**config.mk**
```make
export PLATFORM = sky130hd
export DESIGN_NAME = imem_boot_loader
export DESIGN_NICKNAME = d
export VERILOG_FILES = /design/src/rtl/imem_boot_loader.sv
export SDC_FILE = /design/constraint.sdc
export NUM_CORES = 1
export LEC_CHECK = 0
export ABC_AREA = 1
export BUFFER_PORTS_ARGS = -buffer_cell sky130_fd_sc_hd__buf_4
export CORE_MARGIN = 4
export CORE_UTILIZATION = 58
export CTS_BUF_LIST = sky130_fd_sc_hd__clkbuf_4
export DETAILED_ROUTE_END_ITERATION = 8
export PLACE_DENSITY = 0.77
export SYNTH_ARGS = -nofsm -noshare
export SYNTH_HDL_FRONTEND = slang
export SYNTH_SLANG_ARGS = --single-unit
export TNS_END_PERCENT = 100
```
**constraint.sdc**
```tcl
create_clock -name CLK -period 2.15 [get_ports CLK]
set_clock_uncertainty 0.05 [all_clocks]
set_input_delay 0.3225 -clock CLK [delete_from_list [all_inputs] [get_ports CLK]]
set_output_delay 0.3225 -clock CLK [all_outputs]
set_load 0.05 [all_outputs]
```
**src/rtl/imem_boot_loader.sv**
```systemverilog
// Boot loader: streams a length-prefixed, XOR-checksummed image into instruction
// memory and holds the CPU pipeline in reset until the image verifies.
module imem_boot_loader #(
   parameter int MAX_WORDS     = 64,
   parameter int RELEASE_DELAY = 2
) (
   input  logic       CLK,
   input  logic       RST,
   input  logic [7:0] RX_DATA,
   input  logic       RX_VALID,
   output logic       RX_READY,
   output logic       IM_WE,
   output logic [7:0] IM_ADDR,
   output logic [7:0] IM_DATA,
   output logic       CPU_RST,
   output logic       DONE,
   output logic       ERR,
   output logic [6:0] WORDS
);

   // Wide enough to hold RELEASE_DELAY-1.
   localparam int DW = (RELEASE_DELAY > 1) ? $clog2(RELEASE_DELAY) : 1;
   localparam logic [DW-1:0] DLY_INIT = DW'(RELEASE_DELAY - 1);
   localparam logic [7:0]    MAXW     = 8'(MAX_WORDS);

   typedef enum logic [2:0] {
      S_LEN, S_LOAD, S_CHK, S_HOLD, S_RUN, S_ERR
   } state_t;

   state_t          r_state;
   state_t          w_next;
   logic [8:0]      r_cnt;
   logic [7:0]      r_csum;
   logic [6:0]      r_words;
   logic [DW-1:0]   r_dly;
   logic            r_we;
   logic [7:0]      r_addr;
   logic [7:0]      r_data;
   logic            w_xfer;
   logic            w_len_bad;
   logic            w_last;

   assign w_len_bad = (RX_DATA == 8'd0) || (RX_DATA > MAXW);
   // Byte counter reaching 4N-1 marks the final data byte.
   assign w_last    = (r_cnt == ({r_words, 2'b00} - 9'd1));
   assign w_xfer    = RX_VALID & RX_READY;

   always_ff @(posedge CLK or posedge RST) begin
      if (RST) r_state <= S_LEN;
      else     r_state <= w_next;
   end

   always_comb begin
      w_next   = r_state;
      RX_READY = 1'b0;
      CPU_RST  = 1'b1;
      DONE     = 1'b0;
      ERR      = 1'b0;
      case (r_state)
         S_LEN: begin
            RX_READY = 1'b1;
            if (RX_VALID) w_next = w_len_bad ? S_ERR : S_LOAD;
         end
         S_LOAD: begin
            RX_READY = 1'b1;
            if (RX_VALID && w_last) w_next = S_CHK;
         end
         S_CHK: begin
            RX_READY = 1'b1;
            if (RX_VALID) w_next = (RX_DATA == r_csum) ? S_HOLD : S_ERR;
         end
         S_HOLD: begin
            if (r_dly == '0) w_next = S_RUN;
         end
         S_RUN: begin
            CPU_RST = 1'b0;
            DONE    = 1'b1;
         end
         S_ERR: begin
            ERR = 1'b1;
         end
         default: w_next = S_LEN;
      endcase
   end

   // Datapath: memory write port is registered, giving exactly one cycle of
   // latency; address and data hold between strobes.
   always_ff @(posedge CLK or posedge RST) begin
      if (RST) begin
         r_cnt   <= '0;
         r_csum  <= '0;
         r_words <= '0;
         r_dly   <= '0;
         r_we    <= 1'b0;
         r_addr  <= '0;
         r_data  <= '0;
      end else begin
         r_we <= 1'b0;
         if (w_xfer) begin
            case (r_state)
               S_LEN: begin
                  if (!w_len_bad) begin
                     r_words <= RX_DATA[6:0];
                     r_cnt   <= '0;
                     r_csum  <= '0;
                  end
               end
               S_LOAD: begin
                  r_csum <= r_csum ^ RX_DATA;
                  r_cnt  <= r_cnt + 9'd1;
                  r_we   <= 1'b1;
                  r_addr <= r_cnt[7:0];
                  r_data <= RX_DATA;
               end
               S_CHK:   r_dly <= DLY_INIT;
               default: ;
            endcase
         end
         if (r_state == S_HOLD && r_dly != '0) r_dly <= r_dly - 1'b1;
      end
   end

   assign IM_WE   = r_we;
   assign IM_ADDR = r_addr;
   assign IM_DATA = r_data;
   assign WORDS   = r_words;

endmodule

```
==> impl_metrics.tcl, run 1 <==
set metrics [dict create \
    die_height_um 74.1 \
    ant_nets 0 \
    synth_cell_types 25 \
    cts_resized 0 \
    hold_class "primary input to async pin" \
    power_frac_seq 0.542 \
    detailedPlace.worstSlack_ns 0.365 \
    hpwl_mm 4.04 \
    start_kind "flip-flop" \
    synthXorXnorAreaFrac 0.0484 \
    antenna_found_initial 0 \
    max_cap_viol_count 0 \
    p_sw_mw 0.463 \
    drt-pass1-iter-count 4 \
    synth_top_family_by_area "simple AND/OR/NAND/NOR gates" \
    coreArea_um2 4120 \
    rsz0062_at_grt "false" \
    fin_crit_ns 1.89 \
    synth_edf_count 0 \
    fill_cells 348 \
    async_flop_share 1.00 \
    track_usage 0.224 \
    cts_max_path_buffers 2 \
    fin_ws_ns 0.262 \
    critPathRequiredTime_ns 2.36 \
    postPlaceCellArea_um2 2860 \
    clk_latency_ns 0.37 \
    ctsHoldBuffers 0 \
    setup_viol 0 \
    clkTransAtPathRegs_ns 0.16 \
    io_pins 39 \
    wirelength_mm 5.42 \
    synth_nets 344 \
    place_congestion 0.898 \
    drv_slew 0 \
    seq_area_frac_synth 0.444 \
    final_util 0.716 \
    drc 0 \
    layoutNonFillerInstCount 424 \
    clockPowerShare 0.333 \
    placedCellCount 416 \
    grt_start_max_net_pins 46 \
    cts_tree "built" \
    synth_ff_type "dfrtp_1" \
    ys_seq_elements 45 \
    ir_drop_mv 0.358 \
    fmax_mhz 530 \
    p_comb_frac 0.125 \
    grt_overflow_total 0 \
    post_cts_buffers 0 \
    grt_pass1_wl_mm 9.52 \
    area_delta_synth_final_pct 16.2 \
    synthAdderAreaFrac 0.00987 \
    rows 23 \
    synth.avg_cell_area_um2 7.66 \
    hold_viol_final 0 \
    synthMuxAreaShare 0 \
    p_int_mw 1.20 \
    final.setup.tns_ns 0 \
    synth-simple-area-share 0.341 \
    grt_pass1_vias 2043 \
    fin_nets 386 \
    h-tree-depth 2 \
    slew_headroom 0.548 \
    synth.top_cells.by_area "dfrtp_1, nand2_1, o21ai_2, inv_1, nand3_1" \
    worstPathArrival_ns 2.10 \
    p_sw_frac 0.278 \
    synth.cell_area_um2 2530 \
    final_cell_area_um2 2950 \
    die_x_um 74.1 \
    critPathCaptureType "flip-flop" \
    synth_cells 331 \
    status "finished, final reports clean" \
    p_leak_nw 1.55 \
    yosysTopAreaCellShare 0.444 \
    avgRoutedWirePerCell_um 12.8 \
    synth_warnings 0 \
    power_density_nw_per_um2 565 \
    cts_buffers 5 \
    die_area_um2 5490 \
    diodes 0 \
    clock_sinks 45 \
    viasPerCell 5.17 \
    worstPathMaxFanout 24 \
    tightest_slew_ns 0.677 \
    num_vias 2190 \
    port_buffers 38 \
    cts_root_buffer "clkbuf_4" \
    synth_compound_area_frac 0.0824 \
    yosys.area.top_type "dfrtp_1" \
    drive_gt1_frac 0.233 \
    critPathKind "flip-flop to flip-flop" \
    drt-initial-drc-count 170 \
    start_util 0.616 \
    finalCritPeriodShare 0.878 \
]
critical path, cell delays in order, from the launching register on:
cell	delay (ns)
dfrtp_1	0.49
nor2_2	0.15
inv_2	0.06
nor2_4	0.21
inv_2	0.06
nor2_1	0.16
inv_1	0.34
nand2_1	0.20
nand2_1	0.06
synthesized netlist by cell type (2+ instances only):
master / count
nand2_1: 134
nor2_1: 20
xnor2_1: 9
nor3_1: 6
o21ai_2: 16
buf_6: 4
inv_2: 3
ha_1: 2
nand4_1: 9
dfrtp_1: 45
inv_1: 30
or2_2: 8
nor2_2: 3
nand3_1: 17
buf_2: 4
xor2_1: 5
o21ai_1: 8
per-layer routing:
layer / up-vias / global-route usage / part of all wire
li1: 1121 / - / -
met1: 1014 / 0.291 / 0.46
met2: 46 / 0.377 / 0.48
met3: 9 / 0.0419 / 0.042
met4: 0 / 0.0744 / 0.015
met5: - / 0 / 0
per-stage QoR:
stage | hold WS (ns) | total power [mW]
after global placement | 0.410 | 1.12
after detailed placement | 0.414 | 1.13
after global routing | 0.0391 | 1.74
after floorplan | 0.389 | 1.05
final | 0.00813 | 1.66
after CTS | 0.0246 | 1.67
area by class of cell:
cell class	instances	area [um^2]	area share
Clock inverter	3	48.8	0.0166
Multi-Input combinational cell	245	1220	0.416
Clock buffer	5	37.5	0.0127
Timing Repair Buffer	43	323	0.110
Inverter	33	124	0.0420
Tap cell	50	62.6	0.0212
Sequential cell	45	1130	0.382
kinds of logic (layout without fill, tap and decap cells):
kind of cell	Yosys count	count (layout)
xor gates and xnor gates	14	14
DFF	45	45
and+or+nand+nor	202	202
AOI/OAI and AO/OA	27	27
buffers and inverters	41	84
adders and majority gates	2	2
sequential cells by signal (all words and copies together) (netlist names):
| register | cells |
|---|---|
| r_state | 3 |
| WORDS | 7 |
| IM_DATA | 8 |
| r_cnt | 9 |
| IM_ADDR | 8 |
| r_dly | 1 |
| r_csum | 8 |
| IM_WE | 1 |
cells in the final DEF (no fill, tap or decap), types with 2 or more instances in the layout:
| master | synthesis | final |
|---|---|---|
| nand2_1 | 134 | 134 |
| dfrtp_1 | 45 | 45 |
| buf_4 | 0 | 43 |
| inv_1 | 30 | 29 |
| nor2_1 | 20 | 20 |
| nand3_1 | 17 | 17 |
| o21ai_2 | 16 | 16 |
| nand4_1 | 9 | 9 |
| xnor2_1 | 9 | 9 |
| o21ai_1 | 8 | 8 |
| or2_2 | 8 | 8 |
| xor2_1 | 5 | 5 |
| nor3_1 | 6 | 5 |
| clkbuf_4 | 0 | 5 |
| inv_2 | 3 | 3 |
| nor2_2 | 3 | 3 |
| ha_1 | 2 | 2 |
power groups by stage:
stage | sequential, mW | clock, mW | combinational, mW
floorplan | 0.960 | 0 | 0.0923
global placement | 0.917 | 0 | 0.206
finish | 0.902 | 0.555 | 0.207
CTS | 0.902 | 0.561 | 0.209
detailed placement | 0.918 | 0 | 0.209
global route | 0.906 | 0.603 | 0.230
final timing paths:
check,cells after the start,slack (ns),from,endpoint
max in group asynchronous,3,1.64,RST,r_cnt[6]
hold reg to reg,2,0.44,IM_DATA[4],IM_DATA[4]
setup reg to reg,8,0.26,r_state[1],IM_DATA[5]
min in group CLK,3,0.13,RX_DATA[0],IM_DATA[0]
hold / removal,3,0.008,RST,IM_ADDR[1]
setup / recovery,8,0.26,r_state[1],IM_DATA[5]
No activity file was read; power rests on OpenSTA's default activity.
==> inputs of run 2 (changes only) <==
--- a/config.mk
+++ b/config.mk
@@ -12,6 +12,7 @@
 export CTS_BUF_LIST = sky130_fd_sc_hd__clkbuf_4
 export DETAILED_ROUTE_END_ITERATION = 8
 export PLACE_DENSITY = 0.77
+export REMOVE_ABC_BUFFERS = 1
 export SYNTH_ARGS = -nofsm -noshare
 export SYNTH_HDL_FRONTEND = slang
 export SYNTH_SLANG_ARGS = --single-unit
==> run 2 against run 1 <==
Effect of this change: global-route usage increased by 0.53 points; final area decreased by 1.7%; critical path depth decreased by 4; sequential power about the same; critical endpoint is now CPU_RST; highest routed layer unchanged.
==> impl_metrics.tcl, run 2 (synthesis results as in run 1) <==
set metrics [dict create \
    die_x_um 74.1 \
    diodes 0 \
    area_delta_synth_final_pct 14.3 \
    die_height_um 74.1 \
    tightest_slew_ns 0.786 \
    track_usage 0.229 \
    hold_class "primary input to async pin" \
    largest_reg_flops 9 \
    rr_startpoint "WORDS[0]" \
    crit_top_cell "inv_1" \
    regMostFlops "r_cnt" \
    p_leak_nw 1.53 \
    coreArea_um2 4120 \
    fill_cells 360 \
    place_congestion 0.879 \
    final_util 0.704 \
    drc 0 \
    h-tree-depth 2 \
    worstPathMaxFanout 7 \
    cpMaxStageDelayCell "dfrtp_1" \
    clk_latency_ns 0.36 \
    drv_slew 0 \
    max_cap_viol_count 0 \
    hold_viol_final 0 \
    drt-initial-drc-count 116 \
    num_vias 2180 \
    cts_max_path_buffers 2 \
    cpLargestDelayFamily "flip-flops" \
    fin_nets 385 \
    whs_ns 0.0270 \
    ir_drop_mv 0.437 \
    grt_start_max_net_pins 46 \
    fmax_mhz 551 \
    start_kind "flip-flop" \
    setup_viol 0 \
    layout_common_cells "nand2_1, dfrtp_1, buf_4, inv_1, nor2_1" \
    wirelength_mm 5.47 \
    cts_tree "built" \
    clkTransAtPathRegs_ns 0.13 \
    critPathKind "flip-flop to output port" \
    cpPeakStageDelay_ns 0.49 \
    ctsHoldBuffers 0 \
    critPathRequiredTime_ns 1.78 \
    final_common_cell "nand2_1" \
    ant_nets 0 \
    grt_overflow_total 0 \
    clock_sinks 45 \
    status "finished, final reports clean" \
    grt_pass1_wl_mm 9.67 \
    die_area_um2 5490 \
    power_density_nw_per_um2 515 \
    cts_buffers 5 \
    post_cts_buffers 0 \
    start_util 0.616 \
    rrSetupSlack_ns 0.35 \
    rows 23 \
    rsz0062_at_grt "false" \
    path_buf_inv 3 \
    crit_chain "inv_1, nor3_1, inv_1, buf_4" \
    drt-pass1-iter-count 4 \
    grt_pass1_vias 2122 \
    fin_crit_ns 1.82 \
    avgRoutedWirePerCell_um 12.9 \
    cts_resized 0 \
    port_buffers 38 \
    worstPathArrival_ns 1.44 \
    viasPerCell 5.15 \
    reg2reg_depth 11 \
    critPathCaptureType "output port" \
    hpwl_mm 4.05 \
    io_pins 39 \
    finalCritPeriodShare 0.844 \
    antenna_found_initial 0 \
    slew_headroom 0.475 \
    cts_root_buffer "clkbuf_4" \
    final.setup.tns_ns 0 \
    drive_gt1_frac 0.223 \
    reg2reg_to "r_state[0]" \
]
==> run 2: metrics by stage <==
step	power [mW]	worst slack [ns]	std cells	cell area, um^2
floorplan	1.05	-0.419	323	2470
global placement	1.12	0.334	415	2850
detailed placement	1.12	0.316	415	2850
CTS	1.51	0.319	423	2900
global route	1.57	0.101	423	2900
finish	1.49	0.334	423	2900
==> run 2: area by class of cell <==
type	count	area, um^2	share of cell area
flip-flops and latches	45	1130	0.389
clock buffers	5	37.5	0.0130
inverters	33	124	0.0427
clock inverters	3	12.5	0.00432
well taps	50	62.6	0.0216
multi-input cells	245	1220	0.421
repair buffers	42	315	0.109
==> run 2: worst max-delay path by stage <==
stage	from	slack, ns	depth (start not counted)	endpoint
3_3_place_gp	RX_DATA[4]	0.33	9	r_csum[2]
6_report	r_state[2]	0.33	4	CPU_RST
3_5_place_dp	RX_DATA[4]	0.32	9	r_cnt[0]
2_1_floorplan	r_state[2]	-0.42	3	CPU_RST
5_1_grt	WORDS[0]	0.10	11	r_state[1]
4_1_cts	r_state[2]	0.32	4	CPU_RST
==> run 2: per-layer routing <==
metal | vias up | part of all wire | wire length, um | global-route usage
met2 | 46 | 0.49 | 2680 | 0.373
met3 | 15 | 0.045 | 244 | 0.0486
met4 | 0 | 0.022 | 119 | 0.0885
met5 | - | 0 | 0 | 0
li1 | 1118 | - | - | -
met1 | 1001 | 0.44 | 2430 | 0.300
==> run 2: worst min-delay path, delay by kind of cell <==
kind | cells | cell delay, ns
buffers and inverters | 3 | 0.60
==> run 2: report_power, final <==
part	switching (mW)	internal [mW]	total [mW]	leakage, nW
clock	0.269	0.119	0.387	0.0300
combinational	0.132	0.0724	0.205	0.938
sequential	0.0252	0.876	0.901	0.566
total	0.426	1.07	1.49	1.53
==> inputs of run 3 (changes only) <==
==> constraint.sdc (replaced) <==
create_clock -name CLK -period 1.8 [get_ports CLK]
set_clock_uncertainty 0.05 [all_clocks]
set_input_delay 0.27 -clock CLK [delete_from_list [all_inputs] [get_ports CLK]]
set_output_delay 0.27 -clock CLK [all_outputs]
set_load 0.05 [all_outputs]
==> run 3 against run 2 <==
Effect of this change: the flow now finishes with violations (negative hold slack); critical path depth unchanged; worst setup slack got worse by 0.25 ns; non-clock buffer count increased by 7; register-to-register slack got worse by 0.20 ns; hold slack got worse by 0.036 ns; via count decreased by 0.60%; die area unchanged; wire length increased by 1.4%; cell count increased by 1.7%; sequential share of layout area decreased by 1.0 points; total power increased by 22%; count of clock-buffer cells in the layout increased by 2; critical endpoint unchanged; largest cell class unchanged.
==> impl_metrics.tcl, run 3 (synthesis results as in run 1) <==
set metrics [dict create \
    hpwl_mm 4.20 \
    clk_latency_ns 0.35 \
    slew_headroom 0.630 \
    drc 0 \
    grt_overflow_total 0 \
    die_area_um2 5490 \
    cpMaxStageDelayCell "dfrtp_1" \
    whs_ns -0.00889 \
    detailedPlace.worstSlack_ns 0.131 \
    final_cell_area_um2 2980 \
    worstPathMaxFanout 5 \
    ir_drop_mv 0.469 \
    p_leak_nw 1.57 \
    worstPathArrival_ns 1.39 \
    rows 23 \
    clkTransAtPathRegs_ns 0.13 \
    crit_top_cell "buf_4" \
    critPathKind "flip-flop to output port" \
    critPathRequiredTime_ns 1.48 \
    wirelength_mm 5.55 \
    fin_crit_ns 1.71 \
    die_x_um 74.1 \
    tightest_slew_ns 0.556 \
    fin_ws_ns 0.0892 \
    largest_reg_flops 9 \
    met3_length_um 234 \
    start_util 0.616 \
    grt_start_max_net_pins 46 \
    cpPeakStageDelay_ns 0.44 \
    rsz0062_at_grt "true" \
    placedCellCount 421 \
    topRoutingLayerUsed "met4" \
    postPlaceCellArea_um2 2910 \
    io_pins 39 \
    cts_root_buffer "clkbuf_4" \
    max_cap_viol_count 0 \
    hold_class "primary input to async pin" \
    violations "negative hold slack" \
    multi_input_area_um2 1230 \
    fmax_mhz 585 \
    drv_slew 0 \
    drt-pass1-iter-count 4 \
    finalCritPeriodShare 0.950 \
    drt-initial-drc-count 97 \
    grt_pass1_vias 1984 \
    track_usage 0.222 \
    power_density_nw_per_um2 611 \
    setup_viol 0 \
    seqCellArea_um2 1130 \
    viasPerCell 5.04 \
    layoutNonFillerInstCount 430 \
    area_delta_synth_final_pct 17.7 \
    diodes 0 \
    critPathCaptureType "output port" \
    place_congestion 0.899 \
    final_common_cell "nand2_1" \
    finalPower_mw 1.82 \
    h-tree-depth 2 \
    port_buffers 38 \
    layout_common_cells "nand2_1, buf_4, dfrtp_1, inv_1, nor2_1" \
    coreArea_um2 4120 \
    start_kind "flip-flop" \
    ctsHoldBuffers 0 \
    fin_nets 392 \
    cts_buffers 5 \
    fill_cells 356 \
    crit_chain "buf_4, nor3_2, inv_1, buf_4" \
    num_vias 2167 \
    die_height_um 74.1 \
    antenna_found_initial 0 \
    ant_nets 0 \
    drive_gt1_frac 0.255 \
    cts_tree "built" \
    grt_pass1_wl_mm 9.27 \
    wl_met1_mm 2.51 \
    avgRoutedWirePerCell_um 12.9 \
    regMostFlops "r_cnt" \
    hold_viol_final 24 \
    status "complete, but fails checks" \
    cts_max_path_buffers 2 \
    clock_sinks 45 \
    dr_wl_met2_mm 2.72 \
]
## run 3: metal layers
layer,track usage,vias up
met1,0.285,987
met3,0.0338,10
met2,0.380,37
li1,-,1133
met4,0.0825,0
met5,0,-
## run 3: worst paths after layout
kind	start	to	slack, ns	depth (start not counted)
min reg2reg	IM_DATA[2]	IM_DATA[2]	0.44	2
max in group asynchronous	RST	r_state[2]	1.28	3
max reg2reg	WORDS[1]	r_state[0]	0.15	12
min	RST	r_cnt[1]	-0.009	3
max	r_state[1]	CPU_RST	0.09	4
min in group CLK	RX_DATA[0]	IM_DATA[0]	0.10	3
## run 3: timing repair
item | in CTS | in global routing
resized for setup | 0 | 5
setup endpoints to repair | 0 | 6
buffers inserted | 0 | 1
## run 3: critical path: cells and delay by family (launching register included)
family | cells | cell delay [ns]
buf+inv | 3 | 0.41
flops | 1 | 0.44
simple gates | 1 | 0.20
## run 3: cell type report
type / count / area share
clock inverters: 1 / 0.00252
clock buffers: 7 / 0.0176
flip-flops and latches: 45 / 0.378
multi-input cells: 245 / 0.411
well taps: 50 / 0.0210
inverters: 33 / 0.0415
repair buffers: 49 / 0.128
## run 3: through the flow
step / hold WS [ns] / setup TNS, ns / util
after CTS: 0.00196 / 0 / 0.721
after global routing: 0.0243 / -0.0127 / 0.725
after global placement: 0.392 / 0 / 0.706
after floorplan: 0.338 / -4.13 / -
after detailed placement: 0.410 / 0 / 0.706
final: -0.00889 / 0 / 0.725
## run 3: power by group
group          switching, mW  leakage [nW]  total [mW]  internal [mW]
Combinational          0.159         0.978       0.245         0.0867
Clock                  0.317        0.0324       0.501          0.185
Sequential            0.0314         0.564        1.08           1.05
Total                  0.507          1.57        1.82           1.32
